### config.mk
export PLATFORM = sky130hd
export DESIGN_NAME = axi_lite_wr_master
export DESIGN_NICKNAME = d
export VERILOG_FILES = /design/src/rtl/axi_lite_wr_master.sv
export SDC_FILE = /design/constraint.sdc
export NUM_CORES = 1
export LEC_CHECK = 0
export CORE_MARGIN = 2
export CORE_UTILIZATION = 44
export CTS_BUF_LIST = sky130_fd_sc_hd__clkbuf_8
export CTS_CLUSTER_DIAMETER = 30
export DETAILED_ROUTE_END_ITERATION = 7
export PLACE_DENSITY = 0.8
export SETUP_SLACK_MARGIN = 0.02
export SKIP_CTS_REPAIR_TIMING = 1
export SLEW_MARGIN = 10
export SYNTH_ARGS = -nofsm -noshare
export SYNTH_HDL_FRONTEND = slang
export SYNTH_SLANG_ARGS = --single-unit
### constraint.sdc
create_clock -name clk -period 2.7 [get_ports clk]
set_input_delay 0.81 -clock clk [delete_from_list [all_inputs] [get_ports clk]]
set_output_delay 0.81 -clock clk [all_outputs]
set_load 0.02 [all_outputs]
### src/rtl/axi_lite_wr_master.sv
// Single-outstanding AXI4-Lite write master: takes one-cycle register write
// requests and runs the AW/W/B handshakes, flagging slave errors, overruns and timeouts.
module axi_lite_wr_master #(
   parameter int ADDR_W      = 10,
   parameter int DATA_W      = 32,
   parameter int TIMEOUT_CYC = 1024
) (
   input  logic                clk,
   input  logic                rst,
   input  logic                lite_valid,
   input  logic [ADDR_W-1:0]   lite_awaddr,
   input  logic [DATA_W-1:0]   lite_wdata,
   output logic                lite_end,
   output logic [1:0]          lite_resp,
   output logic                lite_busy,
   output logic                err_slv,
   output logic                err_ovr,
   output logic                err_tmo,
   input  logic                err_clr,
   output logic [ADDR_W-1:0]   m_axi_awaddr,
   output logic [2:0]          m_axi_awprot,
   output logic                m_axi_awvalid,
   input  logic                m_axi_awready,
   output logic [DATA_W-1:0]   m_axi_wdata,
   output logic [DATA_W/8-1:0] m_axi_wstrb,
   output logic                m_axi_wvalid,
   input  logic                m_axi_wready,
   input  logic [1:0]          m_axi_bresp,
   input  logic                m_axi_bvalid,
   output logic                m_axi_bready,
   output logic [1:0]          dbg_state
);

   // Handshake rule on every channel: a beat transfers on a rising edge where
   // VALID and READY are both 1; VALID never drops and its payload never
   // changes until that edge, and READY may be driven independently of VALID.

   typedef enum logic [1:0] {
      S_IDLE      = 2'd0,
      S_ADDR_DATA = 2'd1,
      S_RESP      = 2'd2
   } state_t;

   localparam int CNT_W = $clog2(TIMEOUT_CYC + 1);
   localparam logic [CNT_W-1:0] TMO_MAX  = CNT_W'(TIMEOUT_CYC);
   localparam logic [CNT_W-1:0] TMO_LAST = CNT_W'(TIMEOUT_CYC - 1);

   state_t           state, state_nxt;
   logic             aw_done, w_done;
   logic             aw_hs, w_hs, b_hs;
   logic             tmo_hit;
   logic [CNT_W-1:0] tmo_cnt;

   assign aw_hs        = m_axi_awvalid & m_axi_awready;
   assign w_hs         = m_axi_wvalid & m_axi_wready;
   assign b_hs         = m_axi_bvalid & m_axi_bready;
   assign m_axi_bready = (state == S_RESP);
   assign m_axi_awprot = 3'b000;
   assign m_axi_wstrb  = '1;
   assign lite_busy    = (state != S_IDLE);
   assign dbg_state    = state;
   // The increment happening this cycle is the one that reaches TIMEOUT_CYC.
   assign tmo_hit      = (state != S_IDLE) && (tmo_cnt >= TMO_LAST);

   always_ff @(posedge clk or posedge rst) begin
      if (rst) state <= S_IDLE;
      else     state <= state_nxt;
   end

   always_comb begin
      state_nxt = state;
      case (state)
         S_IDLE:      if (lite_valid) state_nxt = S_ADDR_DATA;
         S_ADDR_DATA: if ((aw_done | aw_hs) & (w_done | w_hs)) state_nxt = S_RESP;
         S_RESP:      if (b_hs) state_nxt = S_IDLE;
         default:     state_nxt = S_IDLE;
      endcase
   end

   always_ff @(posedge clk or posedge rst) begin
      if (rst) begin
         m_axi_awaddr  <= '0;
         m_axi_wdata   <= '0;
         m_axi_awvalid <= 1'b0;
         m_axi_wvalid  <= 1'b0;
         aw_done       <= 1'b0;
         w_done        <= 1'b0;
         lite_end      <= 1'b0;
         lite_resp     <= 2'b00;
      end else begin
         lite_end <= 1'b0;
         case (state)
            S_IDLE: begin
               aw_done <= 1'b0;
               w_done  <= 1'b0;
               if (lite_valid) begin
                  m_axi_awaddr  <= lite_awaddr;
                  m_axi_wdata   <= lite_wdata;
                  m_axi_awvalid <= 1'b1;
                  m_axi_wvalid  <= 1'b1;
               end
            end
            S_ADDR_DATA: begin
               if (aw_hs) begin
                  m_axi_awvalid <= 1'b0;
                  aw_done       <= 1'b1;
               end
               if (w_hs) begin
                  m_axi_wvalid <= 1'b0;
                  w_done       <= 1'b1;
               end
            end
            S_RESP: begin
               if (b_hs) begin
                  lite_resp <= m_axi_bresp;
                  lite_end  <= 1'b1;
               end
            end
            default: ;
         endcase
      end
   end

   always_ff @(posedge clk or posedge rst) begin
      if (rst)                    tmo_cnt <= '0;
      else if (state == S_IDLE)   tmo_cnt <= '0;
      else if (tmo_cnt != TMO_MAX) tmo_cnt <= tmo_cnt + 1'b1;
   end

   // A new error event in the same cycle as err_clr wins over the clear.
   always_ff @(posedge clk or posedge rst) begin
      if (rst) begin
         err_slv <= 1'b0;
         err_ovr <= 1'b0;
         err_tmo <= 1'b0;
      end else begin
         err_slv <= (err_slv & ~err_clr) | (b_hs & (m_axi_bresp != 2'b00));
         err_ovr <= (err_ovr & ~err_clr) | (lite_valid & (state != S_IDLE));
         err_tmo <= (err_tmo & ~err_clr) | tmo_hit;
      end
   end

endmodule

==> impl_results.md, run 1 <==
- CTS tree: yes
- Placed cell area: 3840 um2
- Port bufs: 104
- Worst skew pair latency: 0.33 ns
- Antenna-violating nets left: 0
- Peak supply drop: 0.658 mV
- Top_reg_cell synth: dfrtp_1
- H-Tree Depth: 3
- IO Pins: 112
- Hold Path End: m_axi_awaddr[3]
- FF-to-FF path depth: 5
- Tmin final: 2.55 ns
- Most numerous cell in the Yosys netlist: dfrtp_1
- Worst R2R Start: tmo_cnt[0]
- Startpoint class of the critical path: register
- Vias in the first global route: 1982
- TNS Setup: 0 ns
- GRT Overall Usage: 18.3%
- Layout cells sized above 1: approximately a fifth
- # DRC: 0
- CTS buffer count: 9
- Clock skew: 0.00599 ns
- Flop-to-flop setup slack: 0.88 ns
- First-pass GRT wire length: 9200 um
- Largest area contributor in the synthesized netlist: dfrtp_1
- Min-delay src: m_axi_awaddr[3]
- DRT Wirelength: 5990 um
- Yosys warns: 0
- CP Capture Type: output port
- # nets final: 373
- Synth cell count leaders: dfrtp_1 (65), mux2_2 (44), inv_1 (13)
- CP required: 1.89 ns
- Synthesized cell area: roughly 2700 um2
- CTS root buf: clkbuf_8
- Pre-CTS setup slack: 0.440 ns
- CTS clk-pin slew, worst paths: 0.07 ns
- DIE WIDTH: 82.5 um
- Synth area leaders: dfrtp_1 (60%), mux2_2 (18%), buf_4 (1.9%)
- Die ar.: 6800 um2
- FMAX: 392 MHz
- CP max FO: 8
- Arrival @ worst endpoint: 1.74 ns
- Slew Viols, Final: 0
- Power per standard cell area: 1160 nW/um2
- Worst flop-to-flop path endpoint: tmo_cnt[0]
- Post-synthesis cell count: 209
- Core area: 5920 um2
- FFs w/ async S/R, synth: 100%
- Final design utilization: around two thirds
- Top-area cell type share of the netlist area: about 60%
- Non-filler cells, final: 400
- Syn avg cell area: 13.0 um2
- Placed Cells incl. Taps: 384
- Clock Sinks: between 60 and 70
- Max-cap violations: 0
- Critical path class: reg -> out
- Routed len/inst: 15.0 um
- Detailed Place HPWL: 4290 um
- Starting density of the core: 45.8%
- Lkg Pwr: 0.00170 uW
- DR pass1 iterations: 4
- Post-route cell area: 4050 um2
- # rows: 28
- RSZ-0062 raised after global routing: false
- Fin. Hold Viols: 0
- Status: complete, no violations
- Seq/Total Area, Yosys: 60.0%
- GPL Wtd Cong: 0.786
- Vias per std cell: 4.95
- Antenna Cells: 0
- Die extent in y: between 80 and 90 um
- Tcrit/Tclk final: 94.5%
- First DRT Iteration DRCs: 26
- Post-synth cell types: 36
- Largest net degree at the start of global routing: 43
- Hold path depth: 1
- Detailed-route via count: slightly below 2000
- P&R area growth vs syn: 49.3%
- HP Class: reg -> reg
- Number of flops mapped to enable cells by yosys: 0
- Final worst setup slack: 0.149 ns
- Clock Path Buffers: 2
- Final Setup Violations: 0
- Number of antenna violations at the first check in global routing: 0
- Synthesized flop and latch total: 65
- Overflow after GRT: 0
-- where the power goes --
group | leakage (uW) | switching, uW | internal, uW | total (uW)
logic | 0.000786 | 1020 | 1170 | 2190
clock network | 0.000115 | 345 | 494 | 839
registers | 0.000797 | 257 | 1390 | 1650
-- flip-flops by register name, summed over array words and instances (netlist names), 2 cells and up --
register / count
lite_resp: 2
m_axi_awaddr: 10
tmo_cnt: 11
m_axi_wdata: 32
dbg_state: 2
-- worst max-delay path: stages, from the launching register on --
cell and delay, ns:
dfrtp_1 0.45, nor2_1 0.17, clkinv_1 0.20, clkdlybuf4s50_1 0.59
-- worst max path at each step --
stage | slack, ns | cells past startpoint | to | startpoint
after floorplan | 0.26 | 1 | aw_done | rst
after global placement | 0.44 | 4 | m_axi_wdata[13] | lite_valid
after detailed placement | 0.44 | 4 | m_axi_wdata[18] | lite_valid
after CTS | 0.12 | 3 | lite_busy | dbg_state[1]
after global routing | 0.04 | 3 | lite_busy | dbg_state[1]
final | 0.15 | 3 | lite_busy | dbg_state[1]
-- layout by cell type, fill, tap and decap left out, types with 2 or more instances in the layout --
cell type	instances
o31ai_1	2
o21ai_0	10
dfrtp_1	65
mux2_2	44
nor2_1	7
conb_1	7
buf_4	2
clkbuf_8	12
nand2_1	9
inv_1	14
nand3_1	2
nor3_1	3
nor2b_1	2
mux2i_1	2
or4_1	2
nand4_1	2
a21oi_1	8
buf_12	2
ha_1	2
a31oi_1	2
clkdlybuf4s50_1	104
or3_1	4
-- stage by stage --
step | hold WS [ns] | power [uW]
5_1_grt | 0.522 | 4950
3_3_place_gp | 0.485 | 3810
6_report | 0.505 | 4680
4_1_cts | 0.509 | 4730
3_5_place_dp | 0.494 | 3880
2_1_floorplan | 0.463 | 2830
-- routing by layer --
layer,track usage (%),vias to the layer above,part of all wire (%)
li1,-,936,-
met1,21.3,949,41
met2,30.6,81,49
met3,5.43,13,8.5
met4,9.67,0,2.1
met5,0,-,0
-- cell type report --
cell class,instances,area (um2)
Tap cell,75,93.8
Timing Repair Buffer,108,1100
Clock buffer,12,165
Fill cell,450,1880
Inverter,14,52.6
Sequential cell,65,1630
Multi-Input combinational cell,122,968
Clock inverter,4,42.5
-- logic make-up after synthesis --
| group | after synthesis | share of synthesized area, % |
|---|---|---|
| fa+ha+maj | 2 | 0.924 |
| compound gates | 27 | 5.82 |
| other cells | 2 | 0.277 |
| simple gates | 38 | 8.31 |
| buf+inv | 27 | 4.94 |
| xor+xnor | 2 | 0.647 |
| mux | 46 | 19.0 |
| flops | 65 | 60.0 |
Power figures use the tool's default switching activity.
==> run 2, diff against run 1 <==
- CAP_MARGIN: not set -> 5
- CORE_UTILIZATION: 44 -> 46
- PLACE_DENSITY: 0.8 -> 0.83
- clock period: 2.7 -> 3.31 ns (I/O delays scaled with it)
==> run 2 against run 1 <==
- critical endpoint unchanged
- clock skew about the same
- wire length increased by 4.2%
- clock power decreased by 6.6%
- sequential share of layout area decreased by 0.20 points
- core utilization increased by 4.2 points
- count of clock-buffer cells in the layout unchanged
- highest routed layer unchanged
- largest power group unchanged
- power decreased by 16%
==> impl_results.md, run 2 (synthesis results as in run 1) <==
- Layout cells sized above 1: 21.0% (was 20.6%)
- Clock skew: 0.00583 ns (was 0.00599 ns)
- Overflow after GRT: 0 (unchanged)
- Final design utilization: 72.5% (was 68.3%)
- Startpoint class of the critical path: register (unchanged)
- Max-cap violations: 0 (unchanged)
- CP max FO: 8 (unchanged)
- Final Setup Violations: 0 (unchanged)
- Detailed-route via count: 2010 (was 1979)
- Port bufs: 104 (unchanged)
- Non-filler cells, final: 396 (was 400)
- Tcrit/Tclk final: between 80% and 90%
- Worst skew pair latency: 0.33 ns (about the same)
- H-Tree Depth: 3 (unchanged)
- Placed cell area: 3830 um2 (was 3840 um2)
- Slew Viols, Final: 0 (unchanged)
- Antenna-violating nets left: 0 (unchanged)
- CP required: 2.32 ns (was 1.89 ns)
- Antenna Cells: 0 (unchanged)
- Fin. Hold Viols: 0 (unchanged)
- Pre-CTS setup slack: 0.864 ns (was 0.440 ns)
- Clock Sinks: 65 (unchanged)
- DIE WIDTH: 80.7 um (was 82.5 um)
- Clock Path Buffers: 2 (unchanged)
- Arrival @ worst endpoint: 1.81 ns (was 1.74 ns)
- First DRT Iteration DRCs: 66 (was 26)
- Core area: 5610 um2 (was 5920 um2)
- Largest net degree at the start of global routing: 53 (was 43)
- Status: complete, no violations (unchanged)
- DRT Wirelength: 6240 um (was 5990 um)
- CTS tree: yes (unchanged)
- # nets final: 372 (was 373)
- CTS buffer count: 9 (unchanged)
- HP Class: reg -> reg (unchanged)
- Grt met2 use: 33.6% (was 30.6%)
- Starting density of the core: 48.3% (was 45.8%)
- Hold path depth: 1 (unchanged)
- # DRC: 0 (unchanged)
- First-pass GRT wire length: 9860 um (was 9200 um)
- Critical path class: reg -> out (unchanged)
- Commonest non-fill, non-tap cell in the layout: clkdlybuf4s50_1 (unchanged)
- GRT busiest layer: met2 (unchanged)
- CTS root buf: clkbuf_8 (unchanged)
- RSZ-0062 raised after global routing: false (unchanged)
- Peak supply drop: 0.491 mV (was 0.658 mV)
- # rows: 27 (was 28)
- Final worst setup slack: 0.510 ns (was 0.149 ns)
- Die extent in y: 80.7 um (was 82.5 um)
- TNS Setup: 0 ns (unchanged)
- Detailed Place HPWL: 4450 um (was 4290 um)
- GRT Overall Usage: 20.2% (was 18.3%)
- IO Pins: 112 (unchanged)
- Number of antenna violations at the first check in global routing: 0 (unchanged)
- P&R area growth vs syn: 50.1% (was 49.3%)
- GPL Wtd Cong: 0.779 (was 0.786)
- Placed Cells incl. Taps: 380 (was 384)
- Vias in the first global route: 2030 (was 1982)
- Max reg flops: 32 (unchanged)
- DR pass1 iterations: 4 (unchanged)
- Met3 Usage GRT: 8.11% (was 5.43%)
- Post-route cell area: 4070 um2 (was 4050 um2)
- Largest register by flop count: m_axi_wdata (unchanged)
- Power per standard cell area: 964 nW/um2 (was 1160 nW/um2)
- Tmin final: 2.80 ns
- FF-to-FF path depth: 5 (unchanged)
- FMAX: 357 MHz
- Vias per std cell: 5.08 (was 4.95)
- Biggest regs: m_axi_wdata: 32 flops, tmo_cnt: 11 flops, m_axi_awaddr: 10 flops (unchanged)
- Commonest non-fill, non-tap cells in the layout: clkdlybuf4s50_1 (104), dfrtp_1 (65), mux2_2 (44), inv_1 (12), clkbuf_8 (12) (was clkdlybuf4s50_1 (104), dfrtp_1 (65), mux2_2 (44), inv_1 (14), clkbuf_8 (12))
- CP Capture Type: output port (unchanged)
- Lkg Pwr: 0.00170 uW (about the same)
- Die ar.: 6520 um2 (was 6800 um2)
- Met1 Use GR: 24.0% (was 21.3%)
- Routed len/inst: 15.8 um (was 15.0 um)
- CTS clk-pin slew, worst paths: 0.07 ns (about the same)
## run 2: final cells by class
class	instances	area, um2
Clock buffer	12	165
Clock inverter	4	73.8
Fill cell	398	1540
Inverter	14	52.6
Multi-Input combinational cell	122	968
Sequential cell	65	1630
Tap cell	72	90.1
Timing Repair Buffer	107	1090
## run 2: per-layer routing
layer,wire length [um],vias to the layer above
met3,653,12
met4,93,0
met5,0,-
met1,2650,965
met2,2850,91
li1,-,942
## run 2: worst paths after layout
kind	slack (ns)	start	end
worst min register to register	0.50	m_axi_wdata[20]	m_axi_wdata[20]
min in group asynchronous	0.94	rst	m_axi_wdata[1]
worst max register to register	1.51	tmo_cnt[0]	tmo_cnt[1]
worst min-delay path	0.50	m_axi_wdata[20]	m_axi_wdata[20]
worst max-delay path	0.51	dbg_state[1]	lite_busy
max in group asynchronous	1.80	rst	m_axi_wdata[14]
## run 2: per-stage QoR
stage          total power, uW  hold WS (ns)
6_report                  3920         0.505
5_1_grt                   4140         0.517
4_1_cts                   3960         0.509
3_5_place_dp              3170         0.494
3_3_place_gp              3110         0.488
2_1_floorplan             2310         0.463
## run 2: report_power, final
part / switching (uW) / internal [uW] / leakage (uW)
Combinational: 842 / 951 / 0.000782
Sequential: 204 / 1140 / 0.000797
Clock: 298 / 486 / 0.000123
Total: 1340 / 2570 / 0.00170
## run 2: worst max-delay path: stages (launching register included)
cell,delay (ns)
dfrtp_1,0.45
nor2_1,0.19
clkinv_1,0.22
clkdlybuf4s50_1,0.61
